### src/rtl/sobel_mag_pipe_if.sv
// Bundle of window, handshake, threshold and statistics signals between the
// window stage, the Sobel magnitude pipeline and its consumer.
interface sobel_mag_pipe_if #(
  parameter int PIX_W = 8,
  parameter int CNT_W = 16
);
  logic [PIX_W-1:0] win00, win01, win02;
  logic [PIX_W-1:0] win10, win11, win12;
  logic [PIX_W-1:0] win20, win21, win22;
  logic             in_valid;
  logic             in_ready;
  logic [PIX_W-1:0] thresh;
  logic             out_ready;
  logic             out_valid;
  logic [PIX_W-1:0] mag;
  // "edge" is a reserved word, so the flag carries a suffix.
  logic             edge_flag;
  logic             cnt_clr;
  logic [CNT_W-1:0] edge_cnt;

  modport master (
    output win00, win01, win02, win10, win11, win12, win20, win21, win22,
    output in_valid, thresh, out_ready, cnt_clr,
    input  in_ready, out_valid, mag, edge_flag, edge_cnt
  );

  modport slave (
    input  win00, win01, win02, win10, win11, win12, win20, win21, win22,
    input  in_valid, thresh, out_ready, cnt_clr,
    output in_ready, out_valid, mag, edge_flag, edge_cnt
  );
endinterface

### src/rtl/sobel_mag_pipe.sv
// Three-stage Sobel |Gx|+|Gy| magnitude with saturation, per-pixel threshold
// edge flag, global-stall backpressure and a saturating edge-pixel counter.
module sobel_mag_pipe #(
  parameter int PIX_W = 8,
  parameter int CNT_W = 16
) (
  input  logic             clk,
  input  logic             rst_n,
  sobel_mag_pipe_if.slave  bus
);
  localparam int SW = PIX_W + 2;
  localparam logic [CNT_W-1:0] CNT_MAX = '1;

  function automatic logic [SW-1:0] psum(input logic [PIX_W-1:0] a,
                                         input logic [PIX_W-1:0] b,
                                         input logic [PIX_W-1:0] c);
    return {2'b00, a} + {1'b0, b, 1'b0} + {2'b00, c};
  endfunction

  logic             stall;
  logic [SW-1:0]    gx_p_d, gx_n_d, gy_p_d, gy_n_d;
  logic [SW-1:0]    gx_p_q, gx_n_q, gy_p_q, gy_n_q;
  logic [PIX_W-1:0] thr1_q, thr2_q;
  logic             v1_q, v2_q;
  logic [SW-1:0]    abs_gx_d, abs_gy_d, abs_gx_q, abs_gy_q;
  logic [SW:0]      raw_d;
  logic [PIX_W-1:0] mag_d, mag_q;
  logic             edge_d, edge_q, out_valid_q;
  logic [CNT_W-1:0] cnt_q;

  // One global stall: every stage freezes while the output is blocked.
  assign stall        = out_valid_q & ~bus.out_ready;
  assign bus.in_ready = ~stall;

  assign gx_p_d = psum(bus.win02, bus.win12, bus.win22);
  assign gx_n_d = psum(bus.win00, bus.win10, bus.win20);
  assign gy_p_d = psum(bus.win20, bus.win21, bus.win22);
  assign gy_n_d = psum(bus.win00, bus.win01, bus.win02);

  always_ff @(posedge clk or negedge rst_n) begin
    if (!rst_n) begin
      gx_p_q <= '0;
      gx_n_q <= '0;
      gy_p_q <= '0;
      gy_n_q <= '0;
      thr1_q <= '0;
      v1_q   <= 1'b0;
    end else if (!stall) begin
      gx_p_q <= gx_p_d;
      gx_n_q <= gx_n_d;
      gy_p_q <= gy_p_d;
      gy_n_q <= gy_n_d;
      thr1_q <= bus.thresh;
      v1_q   <= bus.in_valid;
    end
  end

  assign abs_gx_d = (gx_p_q >= gx_n_q) ? (gx_p_q - gx_n_q) : (gx_n_q - gx_p_q);
  assign abs_gy_d = (gy_p_q >= gy_n_q) ? (gy_p_q - gy_n_q) : (gy_n_q - gy_p_q);

  always_ff @(posedge clk or negedge rst_n) begin
    if (!rst_n) begin
      abs_gx_q <= '0;
      abs_gy_q <= '0;
      thr2_q   <= '0;
      v2_q     <= 1'b0;
    end else if (!stall) begin
      abs_gx_q <= abs_gx_d;
      abs_gy_q <= abs_gy_d;
      thr2_q   <= thr1_q;
      v2_q     <= v1_q;
    end
  end

  // Any bit above the pixel width means the sum exceeds full scale.
  assign raw_d  = {1'b0, abs_gx_q} + {1'b0, abs_gy_q};
  assign mag_d  = (|raw_d[SW:PIX_W]) ? '1 : raw_d[PIX_W-1:0];
  assign edge_d = (mag_d > thr2_q);

  always_ff @(posedge clk or negedge rst_n) begin
    if (!rst_n) begin
      out_valid_q <= 1'b0;
      mag_q       <= '0;
      edge_q      <= 1'b0;
    end else if (!stall) begin
      out_valid_q <= v2_q;
      if (v2_q) begin
        mag_q  <= mag_d;
        edge_q <= edge_d;
      end
    end
  end

  always_ff @(posedge clk or negedge rst_n) begin
    if (!rst_n) begin
      cnt_q <= '0;
    end else if (bus.cnt_clr) begin
      cnt_q <= '0;
    end else if (out_valid_q && bus.out_ready && edge_q && (cnt_q != CNT_MAX)) begin
      cnt_q <= cnt_q + CNT_W'(1);
    end
  end

  assign bus.out_valid = out_valid_q;
  assign bus.mag       = mag_q;
  assign bus.edge_flag = edge_q;
  assign bus.edge_cnt  = cnt_q;
endmodule

### src/flat_wrapper.sv
// flat-port wrapper written by rule: the top's interface ports become plain ports
module sobel_mag_pipe_flat 
#(
  parameter int PIX_W = 8,
  parameter int CNT_W = 16
)
  (clk, rst_n, bus_win00, bus_win01, bus_win02, bus_win10, bus_win11, bus_win12, bus_win20, bus_win21, bus_win22, bus_in_valid, bus_thresh, bus_out_ready, bus_cnt_clr, bus_in_ready, bus_out_valid, bus_mag, bus_edge_flag, bus_edge_cnt);
  sobel_mag_pipe_if #(.PIX_W(PIX_W), .CNT_W(CNT_W)) bus_i ();
  input  logic clk;
  input  logic rst_n;
  input wire logic [$bits(bus_i.win00)-1:0] bus_win00;
  input wire logic [$bits(bus_i.win01)-1:0] bus_win01;
  input wire logic [$bits(bus_i.win02)-1:0] bus_win02;
  input wire logic [$bits(bus_i.win10)-1:0] bus_win10;
  input wire logic [$bits(bus_i.win11)-1:0] bus_win11;
  input wire logic [$bits(bus_i.win12)-1:0] bus_win12;
  input wire logic [$bits(bus_i.win20)-1:0] bus_win20;
  input wire logic [$bits(bus_i.win21)-1:0] bus_win21;
  input wire logic [$bits(bus_i.win22)-1:0] bus_win22;
  input wire logic [$bits(bus_i.in_valid)-1:0] bus_in_valid;
  input wire logic [$bits(bus_i.thresh)-1:0] bus_thresh;
  input wire logic [$bits(bus_i.out_ready)-1:0] bus_out_ready;
  input wire logic [$bits(bus_i.cnt_clr)-1:0] bus_cnt_clr;
  output wire logic [$bits(bus_i.in_ready)-1:0] bus_in_ready;
  output wire logic [$bits(bus_i.out_valid)-1:0] bus_out_valid;
  output wire logic [$bits(bus_i.mag)-1:0] bus_mag;
  output wire logic [$bits(bus_i.edge_flag)-1:0] bus_edge_flag;
  output wire logic [$bits(bus_i.edge_cnt)-1:0] bus_edge_cnt;
  assign bus_i.win00 = bus_win00;
  assign bus_i.win01 = bus_win01;
  assign bus_i.win02 = bus_win02;
  assign bus_i.win10 = bus_win10;
  assign bus_i.win11 = bus_win11;
  assign bus_i.win12 = bus_win12;
  assign bus_i.win20 = bus_win20;
  assign bus_i.win21 = bus_win21;
  assign bus_i.win22 = bus_win22;
  assign bus_i.in_valid = bus_in_valid;
  assign bus_i.thresh = bus_thresh;
  assign bus_i.out_ready = bus_out_ready;
  assign bus_i.cnt_clr = bus_cnt_clr;
  assign bus_in_ready = bus_i.in_ready;
  assign bus_out_valid = bus_i.out_valid;
  assign bus_mag = bus_i.mag;
  assign bus_edge_flag = bus_i.edge_flag;
  assign bus_edge_cnt = bus_i.edge_cnt;
  sobel_mag_pipe #(.PIX_W(PIX_W), .CNT_W(CNT_W)) u_core (.clk(clk), .rst_n(rst_n), .bus(bus_i));
endmodule
### config.mk
export PLATFORM = sky130hd
export DESIGN_NAME = sobel_mag_pipe_flat
export DESIGN_NICKNAME = d
export VERILOG_FILES = /design/src/rtl/sobel_mag_pipe_if.sv /design/src/rtl/sobel_mag_pipe.sv /design/src/flat_wrapper.sv
export SDC_FILE = /design/constraint.sdc
export NUM_CORES = 1
export LEC_CHECK = 0
export BUFFER_PORTS_ARGS = -buffer_cell sky130_fd_sc_hd__buf_2
export CORE_MARGIN = 2
export CORE_UTILIZATION = 55
export DETAILED_ROUTE_END_ITERATION = 7
export GPL_ROUTABILITY_DRIVEN = 1
export PLACE_DENSITY = 0.77
export SLEW_MARGIN = 10
export SYNTH_ARGS = -nofsm -noshare
export SYNTH_HDL_FRONTEND = slang
export SYNTH_SLANG_ARGS = --single-unit
### constraint.sdc
create_clock -name clk -period 8.5 [get_ports clk]
set_clock_uncertainty 0.05 [all_clocks]
set_input_delay 0.425 -clock clk [delete_from_list [all_inputs] [get_ports clk]]
set_output_delay 0.425 -clock clk [all_outputs]
set_load 0.01 [all_outputs]
==> results of run 1 <==
[worst max-delay path: stages (launching register included)]
cell,delay [ns]
sky130_fd_sc_hd__dfrtp_1,0.39
sky130_fd_sc_hd__ha_1,0.23
sky130_fd_sc_hd__fa_1,0.42
sky130_fd_sc_hd__a211o_1,0.30
sky130_fd_sc_hd__nand2_1,0.11
sky130_fd_sc_hd__mux2i_1,0.09
sky130_fd_sc_hd__nor4_2,0.79
sky130_fd_sc_hd__nand2b_1,0.19
sky130_fd_sc_hd__ha_1,0.34
sky130_fd_sc_hd__nor2b_1,0.14
sky130_fd_sc_hd__o21a_1,0.16
sky130_fd_sc_hd__o21a_1,0.16
sky130_fd_sc_hd__o211ai_1,0.18
sky130_fd_sc_hd__a21oi_1,0.09
sky130_fd_sc_hd__o31a_1,0.23
[layer usage]
metal / track usage / up-vias
met5: 0 / -
met4: 0.07801 / 0
met3: 0.02703 / 26
met2: 0.4093 / 195
met1: 0.3245 / 3324
li1: - / 3496
[per-stage QoR]
stage	std cells	setup slack, ns	hold slack [ns]	cell area (sq um)	utilization
final	1220	4.507	-0.01290	9424	0.6199
after global routing	1220	4.197	0.02845	9424	0.6199
after CTS	1220	4.493	0.003615	9424	0.6199
after detailed placement	1204	4.519	0.3890	9120	0.5999
after global placement	1204	4.585	0.3860	9120	0.5999
after floorplan	947	5.159	0.07941	8542	-
[layout make-up]
cell class / instances / area (sq um)
Inverter: 75 / 282.8
Sequential cell: 104 / 2603
Clock buffer: 9 / 225.2
Timing Repair Buffer: 107 / 548.0
Multi-Input combinational cell: 730 / 5451
Tap cell: 188 / 235.2
Clock inverter: 7 / 78.83
Fill cell: 1310 / 5778
[registers in the layout, summed over array words and instances, names as in the netlist, 8 cells and up]
register and cells:
u_core.gx_n_q 10, u_core.thr1_q 8, u_core.abs_gx_q 10, u_core.gx_p_q 10, u_core.thr2_q 8, u_core.abs_gy_q 10, u_core.bus.edge_cnt 16, u_core.gy_n_q 10
u_core.bus.mag 8, u_core.gy_p_q 10
[cell usage in the layout (no fill, tap or decap), types with 21 or more instances in the layout]
cell / netlist / layout
sky130_fd_sc_hd__nand2_1: 91 / 91
sky130_fd_sc_hd__o21ai_0: 50 / 50
sky130_fd_sc_hd__dfrtp_1: 104 / 104
sky130_fd_sc_hd__a21oi_1: 67 / 67
sky130_fd_sc_hd__nor2_1: 83 / 83
sky130_fd_sc_hd__buf_2: 5 / 102
sky130_fd_sc_hd__nor3_1: 26 / 26
sky130_fd_sc_hd__a21o_1: 21 / 21
sky130_fd_sc_hd__nand3_1: 21 / 21
sky130_fd_sc_hd__ha_1: 93 / 93
sky130_fd_sc_hd__inv_1: 74 / 74
sky130_fd_sc_hd__fa_1: 37 / 37
[worst paths after layout]
check                      cells after the start  slack [ns]                      to          startpoint
hold / removal                                 1       -0.01  u_core.bus.edge_cnt[4]               rst_n
setup / recovery                              14        4.51    u_core.bus.edge_flag  u_core.abs_gy_q[0]
hold reg to reg                                2        0.42             u_core.v1_q         u_core.v1_q
min in group clk                               3        0.21        u_core.thr1_q[6]       bus_thresh[6]
max in group asynchronous                      2        7.22        u_core.gy_p_q[5]               rst_n
setup reg to reg                              14        4.51    u_core.bus.edge_flag  u_core.abs_gy_q[0]
[synth_stat cells (5+ instances only)]
| master | n | area (sq um) |
|---|---|---|
| sky130_fd_sc_hd__nand2b_1 | 10 | 62.56 |
| sky130_fd_sc_hd__a21boi_0 | 5 | 37.54 |
| sky130_fd_sc_hd__buf_2 | 5 | 25.02 |
| sky130_fd_sc_hd__xor2_1 | 18 | 157.7 |
| sky130_fd_sc_hd__ha_1 | 93 | 1164 |
| sky130_fd_sc_hd__and3_1 | 8 | 50.05 |
| sky130_fd_sc_hd__a21oi_1 | 67 | 335.3 |
| sky130_fd_sc_hd__nand3_1 | 21 | 105.1 |
| sky130_fd_sc_hd__or3_1 | 11 | 68.82 |
| sky130_fd_sc_hd__mux2_2 | 6 | 67.56 |
| sky130_fd_sc_hd__a211oi_1 | 12 | 90.09 |
| sky130_fd_sc_hd__a221oi_1 | 5 | 43.79 |
| sky130_fd_sc_hd__a21o_1 | 21 | 157.7 |
| sky130_fd_sc_hd__nor3_1 | 26 | 130.1 |
| sky130_fd_sc_hd__inv_1 | 74 | 277.8 |
| sky130_fd_sc_hd__o21ai_0 | 50 | 250.2 |
| sky130_fd_sc_hd__nand4_1 | 10 | 62.56 |
| sky130_fd_sc_hd__a211o_1 | 5 | 43.79 |
| sky130_fd_sc_hd__clkbuf_1 | 17 | 63.81 |
| sky130_fd_sc_hd__mux2i_1 | 8 | 80.08 |
| sky130_fd_sc_hd__nor3b_1 | 5 | 37.54 |
| sky130_fd_sc_hd__nand2_1 | 91 | 341.6 |
| sky130_fd_sc_hd__dfrtp_1 | 104 | 2603 |
| sky130_fd_sc_hd__nor2_1 | 83 | 311.6 |
| sky130_fd_sc_hd__o21a_1 | 16 | 120.1 |
| sky130_fd_sc_hd__nor2b_1 | 15 | 93.84 |
| sky130_fd_sc_hd__a31oi_1 | 12 | 75.07 |
| sky130_fd_sc_hd__buf_1 | 6 | 22.52 |
| sky130_fd_sc_hd__nand3b_1 | 5 | 37.54 |
| sky130_fd_sc_hd__o211ai_1 | 7 | 52.55 |
| sky130_fd_sc_hd__xnor2_1 | 13 | 113.9 |
| sky130_fd_sc_hd__o31ai_1 | 10 | 75.07 |
| sky130_fd_sc_hd__buf_6 | 7 | 78.83 |
| sky130_fd_sc_hd__fa_1 | 37 | 740.7 |
[report_power, final]
part	leakage [nW]	internal [mW]	switching [mW]	total, mW
sequential	1.23	0.681	0.132	0.813
combinational	3.17	0.914	1.24	2.16
clock	0.144	0.232	0.196	0.427
[cells by family (layout without fill, tap and decap cells)]
logic type      Yosys count  after routing  share of synthesized area
xor+xnor                 31             31                    0.03179
compound gates          244            244                     0.1876
mux                      14             14                    0.01728
buf+inv                 113            198                    0.05800
fa+ha+maj               130            130                     0.2229
flops                   104            104                     0.3047
simple gates            311            311                     0.1777
==> Flow_metrics.wiki, run 1 <==
{| class="wikitable"
! Metric !! Value
|-
| Status || complete, but fails checks
|-
| Violated checks || hold timing
|-
| H-tree depth || 3
|-
| Worst hold margin || -0.01290 ns
|-
| Post-route minimum period || 3.993 ns
|-
| Initial antenna violation count || 0
|-
| DRC violation count after routing || 0
|-
| Detail Route met3 WL || ~820 microns
|-
| Nets in the synthesized netlist || between 1k and 1.5k
|-
| Post-CTS Resized || 0
|-
| Detailed-route wire length || between 15 and 20 mm
|-
| Count of routing violations after the opening detailed-route iteration || about 420
|-
| Met2 wire len || slightly above 9 mm
|-
| Post-DP HPWL || around 15 mm
|-
| Clock tree from TritonCTS || yes
|-
| Max-slew headroom at the worst pin || 0.4019
|-
| First-pass DRT Iterations || 4
|-
| Sum of negative setup slack || 0 ns
|-
| Mean post-synth cell area || between 9 and 10 sq um
|-
| Leakage Power || 4.545 nW
|-
| Yosys reg bits || about 100
|-
| Type of the worst min-delay path || in2async
|-
| Asr flop ratio synth || 1.000
|-
| Count of antenna-violating nets left after detailed routing || 0
|-
| Warning count from the yosys run || 0
|-
| Total clock sinks || 104
|-
| Final period utilization || 0.4698
|-
| Dominant register cell in the synthesized netlist || sky130_fd_sc_hd__dfrtp_1
|-
| Maximum VDD drop || 0.0001472 V
|-
| Area growth from synthesis to layout || 10.33%
|-
| Unrepaired setup endpoints after global routing || no
|-
| Cell at the root of the clock tree || sky130_fd_sc_hd__clkbuf_16
|-
| Worst-path maximum fanout || 11
|-
| Slew at the pin closest to its max-slew limit || 0.8972 ns
|-
| Total chip power || between 3 and 4 mW
|-
| Clock latency on the worst-skew pair || around 0.36 ns
|-
| Routed metal-1 wirelength || between 8 and 9 mm
|-
| Crit path DAT || between 4 and 5 ns
|-
| Net total in the final layout || roughly 1.2k
|-
| Horizontal die dimension || 128.6 microns
|-
| Buffer count from post-CTS setup fixing || 0
|-
| Cells after Synth || between 900 and 1k
|-
| Number of vias after detailed routing || between 7k and 8k
|-
| DIE AREA || 16540 sq um
|-
| Vias in the first global route || 6656
|-
| Wire length of the first global-routing pass || roughly 32 mm
|-
| Die Y-Extent || around 130 microns
|-
| Routability congestion estimate || around 0.9
|-
| Maximum frequency from static timing analysis || 250.4 MHz
|-
| TritonCTS Buffers || 9
|-
| Post-synth EDFFs || 0
|-
| Fraction of final layout cells sized beyond drive strength 1 || 0.1434
|-
| Sort of element at the end of the critical path || register
|-
| Number of buffers added to fix hold violations after cts || 0
|-
| Cell Area, Synth || 8542 sq um
|-
| Count of pins over their slew limit || 0
|-
| Hold Violations, Final || 10
|-
| Topmost layer with routed signal wires || met4
|-
| Via-per-instance ratio || slightly below 6
|-
| Detail-routed net length per standard cell || roughly 16 microns
|-
| Final-report setup violation count || 0
|-
| Required time of the worst setup path || 8.69 ns
|-
| Clock Path Buffers || 2
|-
| Number of diodes added for antenna fixing || 0
|-
| Effective utilization at floorplan || 0.5619
|-
| Cell Pwr Density || between 300 and 400 nW/um^2
|-
| Type of the worst setup path || reg2reg
|-
| Register clock-pin slew on the reported worst setup and hold paths || ~0.080 ns
|-
| Core outline area || around 15000 sq um
|-
| All-layer global routing usage || 0.2409
|-
| Kind of start point of the critical path || register
|-
| GRT overflow || 0
|-
| Row Count || 45
|-
| Max-cap check violation count || 0
|-
| Number of placed I/O pins || roughly 110
|-
| Synth cell types || 70
|-
| Count of input and output buffers || 103
|-
| Pin count of the biggest net entering global routing || 94
|-
| Register area share after synthesis || 0.3047
|}
Power figures use the tool's default switching activity.
==> run 2: changes to the inputs <==
==> constraint.sdc (replaced) <==
create_clock -name clk -period 3.7 [get_ports clk]
set_clock_uncertainty 0.05 [all_clocks]
set_input_delay 0.185 -clock clk [delete_from_list [all_inputs] [get_ports clk]]
set_output_delay 0.185 -clock clk [all_outputs]
set_load 0.01 [all_outputs]
==> run 2 against run 1 <==
  * The flow now finishes without violations
  * Die area unchanged
  * Fmax up 16%
  * Global-route usage is 0.41 points lower
  * Sequential power increased by 130%
  * Routed wire length shrank 0.34%
  * Combinational power grew 130%
  * Clock power grew 130%
  * Final area up 1.5%
  * Power rose by 130%
==> Flow_metrics.wiki, run 2 (synthesis gave the netlist of run 1 again) <==
{| class="wikitable"
! Metric !! Value
|-
| Status || complete, no violations
|-
| Most frequent standard cell in the layout excluding fill and tap cells || sky130_fd_sc_hd__dfrtp_1
|-
| Required time of the worst setup path || 3.90 ns
|-
| Count of pins over their slew limit || 0
|-
| Slew at the pin closest to its max-slew limit || around 0.76 ns
|-
| Area growth from synthesis to layout || 12.01%
|-
| Maximum frequency from static timing analysis || 289.5 MHz
|-
| Clk pwr share || 0.126
|-
| Cell at the root of the clock tree || sky130_fd_sc_hd__clkbuf_16
|-
| Row Count || 45
|-
| Count of antenna-violating nets left after detailed routing || 0
|-
| Effective utilization at floorplan || 0.5619
|-
| Internal reg-to-reg setup slack || roughly 0.25 ns
|-
| Clock latency on the worst-skew pair || between 0.3 and 0.4 ns
|-
| Relative contribution of sequential cells to total power || 0.234
|-
| Hold Violations, Final || 0
|-
| Reg2Reg Capture Point || u_core.bus.edge_flag
|-
| Initial antenna violation count || 0
|-
| Combined flip-flop and latch cell area || between 2000 and 3000 sq um
|-
| Launch instance of the worst min-delay path || bus_win02[0]
|-
| Clock Path Buffers || 2
|-
| H-tree depth || 3
|-
| Placement-stage cell area || a little over 9000 sq um
|-
| Clock tree from TritonCTS || yes
|-
| Type of the worst setup path || reg2reg
|-
| Worst hold margin || approximately 0.12 ns
|-
| Total clock sinks || 104
|-
| Wire length of the first global-routing pass || about 31 mm
|-
| Post-CTS Resized || 0
|-
| Post-DP HPWL || between 10 and 15 mm
|-
| Number of cells on the worst reg-to-reg path || 14
|-
| GRT overflow || 0
|-
| Fraction of final layout cells sized beyond drive strength 1 || 0.1453
|-
| Net switching power figure || roughly 3.7 mW
|-
| Worst Hold Endpoint || u_core.gx_p_q[0]
|-
| Type of the worst min-delay path || in2reg
|-
| Portion of total power attributed to combinational logic || 0.640
|-
| TritonCTS Buffers || 9
|-
| Core outline area || 15200 sq um
|-
| Proportion of total power due to net switching || 0.4639
|-
| Worst-path maximum fanout || 3
|-
| DIE AREA || ~17000 sq um
|-
| Cell depth of the worst hold path || 4
|-
| Detailed-route wire length || approximately 19 mm
|-
| Leakage Power || ~4.6 nW
|-
| Sort of element at the end of the critical path || register
|-
| Net total in the final layout || approximately 1.3k
|-
| Final Cell Area || between 9000 and 10000 sq um
|-
| Final-report setup violation count || 0
|-
| Number of vias after detailed routing || ~7.1k
|-
| Most frequent cells in the layout || sky130_fd_sc_hd__dfrtp_1, sky130_fd_sc_hd__buf_2, sky130_fd_sc_hd__ha_1
|-
| Number of placed I/O pins || roughly 110
|-
| Routability congestion estimate || roughly 0.95
|-
| Cell Pwr Density || 825.2 nW/um^2
|-
| Startpoint of the worst-slack reg-to-reg timing path || u_core.abs_gy_q[0]
|-
| Count of routing violations after the opening detailed-route iteration || between 300 and 400
|-
| Fillers || about 1.3k
|-
| First-pass DRT Iterations || 7
|-
| Max-cap check violation count || 0
|-
| Horizontal die dimension || ~130 microns
|-
| Via-per-instance ratio || roughly 5.8
|-
| Kind of start point of the critical path || register
|-
| Die Y-Extent || between 100 and 150 microns
|-
| Fin util || 0.6294
|-
| All-layer global routing usage || 0.2368
|-
| Crit path DAT || between 3 and 4 ns
|-
| DRC violation count after routing || 0
|-
| Pin count of the biggest net entering global routing || about 110
|-
| Post-route minimum period || between 3 and 4 ns
|-
| Sum of negative setup slack || 0 ns
|-
| Detail-routed net length per standard cell || between 15 and 20 microns
|-
| Maximum VDD drop || 0.0003877 V
|-
| Vias in the first global route || 6669
|-
| Number of diodes added for antenna fixing || 0
|-
| Register clock-pin slew on the reported worst setup and hold paths || about 0.070 ns
|-
| Max-slew headroom at the worst pin || 0.4931
|-
| Count of input and output buffers || 103
|-
| Internal || 4.233 mW
|-
| Max reg flops || 16
|-
| Area taken by multi-input logic gates || about 5500 sq um
|-
| Final period utilization || 0.9335
|}
## run 2: changes by cell type in the layout (fill, tap and decap cells not counted)
cell                            delta
sky130_fd_sc_hd__dlygate4sd3_1    +10
sky130_fd_sc_hd__clkinv_4          +1
sky130_fd_sc_hd__buf_4             +3
sky130_fd_sc_hd__clkinvlp_4        -1
sky130_fd_sc_hd__buf_12            +1
## run 2: worst max-delay path, cell delays in order (launching register included)
cell	delay [ns]
sky130_fd_sc_hd__dfrtp_1	0.39
sky130_fd_sc_hd__ha_1	0.24
sky130_fd_sc_hd__fa_1	0.43
sky130_fd_sc_hd__a211o_1	0.30
sky130_fd_sc_hd__nand2_1	0.11
sky130_fd_sc_hd__mux2i_1	0.10
sky130_fd_sc_hd__nor4_2	0.34
sky130_fd_sc_hd__nand2b_1	0.14
sky130_fd_sc_hd__ha_1	0.31
sky130_fd_sc_hd__nor2b_1	0.15
sky130_fd_sc_hd__o21a_1	0.16
sky130_fd_sc_hd__o21a_1	0.16
sky130_fd_sc_hd__o211ai_1	0.16
sky130_fd_sc_hd__a21oi_1	0.09
sky130_fd_sc_hd__o31a_1	0.23
## run 2: timing repair
| item | in CTS | in global routing |
|---|---|---|
| hold buffers | 10 | 0 |
| buffers inserted | 0 | 2 |
| endpoints found under the setup margin | 0 | 1 |
| hold endpoints to repair | 113 | 0 |
## run 2: final cells by class
type                    count  area share
multi-input cells         730      0.5698
inverters                  75     0.02955
repair buffers            121     0.07219
clock inverters             7    0.008369
flip-flops and latches    104      0.2720
clock buffers               9     0.02354
well taps                 188     0.02458
## run 2: metrics by stage
stage	power (mW)	setup slack, ns	instances
after global placement	6.719	0.2795	1206
after detailed placement	6.805	0.2512	1206
after floorplan	5.769	0.3593	947
final	7.895	0.2459	1234
after global routing	8.639	-0.01056	1234
after CTS	7.846	0.2319	1232
## run 2: worst max path at each step
| stage | startpoint | to | cells past startpoint |
|---|---|---|---|
| after CTS | u_core.abs_gy_q[0] | u_core.bus.edge_flag | 15 |
| after global routing | u_core.abs_gy_q[0] | u_core.bus.edge_flag | 15 |
| after global placement | u_core.abs_gy_q[0] | u_core.bus.edge_flag | 15 |
| after detailed placement | u_core.abs_gy_q[0] | u_core.bus.edge_flag | 15 |
| final | u_core.abs_gy_q[0] | u_core.bus.edge_flag | 14 |
| after floorplan | u_core.abs_gy_q[0] | u_core.bus.edge_flag | 15 |
## run 2: power groups by stage
stage | combinational [mW] | sequential, mW | clock [mW]
5_1_grt | 5.67 | 1.91 | 1.05
3_3_place_gp | 4.86 | 1.85 | 0
4_1_cts | 4.98 | 1.86 | 1.01
3_5_place_dp | 4.93 | 1.88 | 0
2_1_floorplan | 3.95 | 1.82 | 0
6_report | 5.05 | 1.85 | 0.993
## run 2: metal layers
layer,part of all wire,routed length (microns),vias to the layer above,track usage
met3,0.039,741,29,0.02786
met4,0.022,424,0,0.08120
met1,0.46,8773,3356,0.3142
met2,0.48,9136,205,0.4052
met5,0,0,-,0
li1,-,-,3517,-
==> run 3: changes to the inputs <==
--- a/config.mk
+++ b/config.mk
@@ -10,7 +10,7 @@
 export CORE_UTILIZATION = 55
 export DETAILED_ROUTE_END_ITERATION = 7
 export GPL_ROUTABILITY_DRIVEN = 1
-export PLACE_DENSITY = 0.77
+export PLACE_DENSITY_LB_ADDON = 0.25
 export SLEW_MARGIN = 10
 export SYNTH_ARGS = -nofsm -noshare
 export SYNTH_HDL_FRONTEND = slang
==> run 3 against run 2 <==
  * Clock-buffer cell count unchanged
  * Fmax rose by 1.8%
  * Setup slack better by 0.060 ns
  * Final area decreased by 0.39%
  * Power is 1.0% lower
  * Clock power decreased by 7.5%
  * Flip-flop and latch count unchanged
  * Hold slack improved by 0.018 ns
  * Largest power group unchanged
  * Highest routed layer unchanged
==> Flow_metrics.wiki, run 3 (synthesis gave the netlist of run 1 again) <==
{| class="wikitable"
! Metric !! Value
|-
| First-pass DRT Iterations || 5
|-
| Kind of start point of the critical path || register
|-
| Internal reg-to-reg setup slack || about 0.3 ns
|-
| Clock Path Buffers || 2
|-
| Fraction of final layout cells sized beyond drive strength 1 || 0.1453
|-
| TritonCTS Buffers || 9
|-
| Reg2Reg Capture Point || u_core.bus.edge_flag
|-
| All-layer global routing usage || 0.2452
|-
| Worst hold margin || 0.1357 ns
|-
| Register clock-pin slew on the reported worst setup and hold paths || approximately 0.07 ns
|-
| Most frequent cells in the layout || sky130_fd_sc_hd__dfrtp_1, sky130_fd_sc_hd__buf_2, sky130_fd_sc_hd__ha_1
|-
| DIE AREA || between 15000 and 20000 sq um
|-
| Number of vias after detailed routing || between 7k and 8k
|-
| Post-route minimum period || between 3 and 4 ns
|-
| Count of pins over their slew limit || 0
|-
| Type of the worst setup path || reg2reg
|-
| Core outline area || about 15000 sq um
|-
| Placed Instances || approximately 1.2k
|-
| Maximum frequency from static timing analysis || between 200 and 300 MHz
|-
| Count of input and output buffers || 103
|-
| Count of antenna-violating nets left after detailed routing || 0
|-
| Total clock sinks || ~100
|-
| Horizontal die dimension || 128.6 microns
|-
| Worst setup slack after placement || roughly 0.20 ns
|-
| Routability congestion estimate || approximately 0.92
|-
| Final WS setup || between 0.3 and 0.4 ns
|-
| Area growth from synthesis to layout || 11.57%
|-
| Status || complete, no violations
|-
| Crit path DAT || between 3 and 4 ns
|-
| Portion of total power attributed to combinational logic || 0.646
|-
| Effective utilization at floorplan || 0.5619
|-
| H-tree depth || 3
|-
| Clk pwr share || 0.118
|-
| Most frequent standard cell in the layout excluding fill and tap cells || sky130_fd_sc_hd__dfrtp_1
|-
| Critical path startpoint || u_core.abs_gy_q[0]
|-
| Sort of element at the end of the critical path || register
|-
| Wire length of the first global-routing pass || between 30 and 40 mm
|-
| Net switching power figure || about 3.7 mW
|-
| Via-per-instance ratio || about 5.7
|-
| Required time of the worst setup path || 3.89 ns
|-
| Clock tree from TritonCTS || yes
|-
| Count of routing violations after the opening detailed-route iteration || ~440
|-
| Net total in the final layout || about 1.3k
|-
| Final-report setup violation count || 0
|-
| Worst-path maximum fanout || 10
|-
| Proportion of total power due to net switching || 0.4691
|-
| Number of placed I/O pins || 112
|-
| Capturing instance or port of the critical path || u_core.bus.edge_flag
|-
| Type of the worst min-delay path || in2reg
|-
| Startpoint of the worst-slack reg-to-reg timing path || u_core.abs_gy_q[0]
|-
| Leakage Power || roughly 4.6 nW
|-
| Post-DP HPWL || approximately 15 mm
|-
| Slew at the pin closest to its max-slew limit || roughly 0.77 ns
|-
| Detail-routed net length per standard cell || roughly 16 microns
|-
| Cell Pwr Density || 820.2 nW/um^2
|-
| Maximum VDD drop || 0.0004013 V
|-
| Row Count || 45
|-
| Cell at the root of the clock tree || sky130_fd_sc_hd__clkbuf_16
|-
| Max-cap check violation count || 0
|-
| Unrepaired setup endpoints after global routing || no
|-
| Hold Violations, Final || 0
|-
| Detailed-route wire length || ~20 mm
|-
| Sum of negative setup slack || 0 ns
|-
| Final period utilization || 0.9174
|-
| GRT overflow || 0
|-
| Pin count of the biggest net entering global routing || 75
|-
| Internal || just over 4 mW
|-
| Die Y-Extent || between 100 and 150 microns
|-
| DRC violation count after routing || 0
|-
| Relative contribution of sequential cells to total power || 0.237
|-
| Number of diodes added for antenna fixing || 0
|-
| Number of cells on the worst reg-to-reg path || 15
|-
| Clock latency on the worst-skew pair || approximately 0.36 ns
|-
| Initial antenna violation count || 0
|-
| Post-route insts no fill || 1234
|-
| Max-slew headroom at the worst pin || 0.4875
|-
| Vias in the first global route || around 6.7k
|-
| Max reg flops || 16
|}
==> run 3: power by group through the flow <==
stage,sequential (mW),combinational [mW],clock [mW]
6_report,1.85,5.05,0.919
3_3_place_gp,1.85,4.91,0
4_1_cts,1.85,5.02,0.942
2_1_floorplan,1.82,3.95,0
3_5_place_dp,1.87,4.97,0
5_1_grt,1.91,5.69,0.985
==> run 3: final cells by class <==
| type | count | area, sq um |
|---|---|---|
| repair buffers | 121 | 678.2 |
| clock inverters | 7 | 55.05 |
| clock buffers | 9 | 225.2 |
| fillers | 1341 | 5672 |
| multi-input cells | 730 | 5451 |
| inverters | 75 | 282.8 |
| flip-flops and latches | 104 | 2603 |
| well taps | 188 | 235.2 |
==> run 3: what timing repair did <==
item / in CTS / in global routing
resized for setup: 0 / 0
hold endpoints to repair: 67 / 0
setup buffers: 0 / 0
endpoints found under the setup margin: 0 / 1
hold buffers: 10 / 0
==> run 3: how the worst min path moves through the flow <==
stage                 start                     end  cells after the start
3_3_place_gp          rst_n  u_core.bus.edge_cnt[7]                      1
5_1_grt        bus_win00[0]        u_core.gx_n_q[0]                      4
2_1_floorplan         rst_n      u_core.abs_gx_q[0]                      0
4_1_cts        bus_win02[0]        u_core.gx_p_q[0]                      4
6_report       bus_win02[0]        u_core.gx_p_q[0]                      4
3_5_place_dp          rst_n  u_core.bus.edge_cnt[2]                      1
==> run 3: stage by stage <==
step	utilization	total power, mW	area, sq um
finish	0.6269	7.817	9530
global route	0.6269	8.587	9530
CTS	0.6269	7.815	9530
detailed placement	0.6019	6.843	9150
global placement	0.6019	6.762	9150
floorplan	-	5.769	8542
==> run 3: critical path: stages, from the launching register on <==
cell and delay (ns):
sky130_fd_sc_hd__dfrtp_1 0.38, sky130_fd_sc_hd__ha_1 0.23, sky130_fd_sc_hd__fa_1 0.42, sky130_fd_sc_hd__a211o_1 0.29, sky130_fd_sc_hd__nand2_1 0.12, sky130_fd_sc_hd__mux2i_1 0.11
sky130_fd_sc_hd__nor4_2 0.22, sky130_fd_sc_hd__buf_4 0.23, sky130_fd_sc_hd__nor2b_1 0.18, sky130_fd_sc_hd__ha_1 0.16, sky130_fd_sc_hd__nor2b_1 0.04, sky130_fd_sc_hd__o21a_1 0.16
sky130_fd_sc_hd__o21a_1 0.17, sky130_fd_sc_hd__o211ai_1 0.17, sky130_fd_sc_hd__a21oi_1 0.09, sky130_fd_sc_hd__o31a_1 0.24
==> run 3: routing by layer <==
layer	share of wire	wire [microns]	up-vias	GRT usage
li1	-	-	3512	-
met5	0	0	-	0
met1	0.47	9179	3313	0.3334
met3	0.034	656	24	0.03326
met4	0.018	356	0	0.06714
met2	0.48	9313	166	0.4149
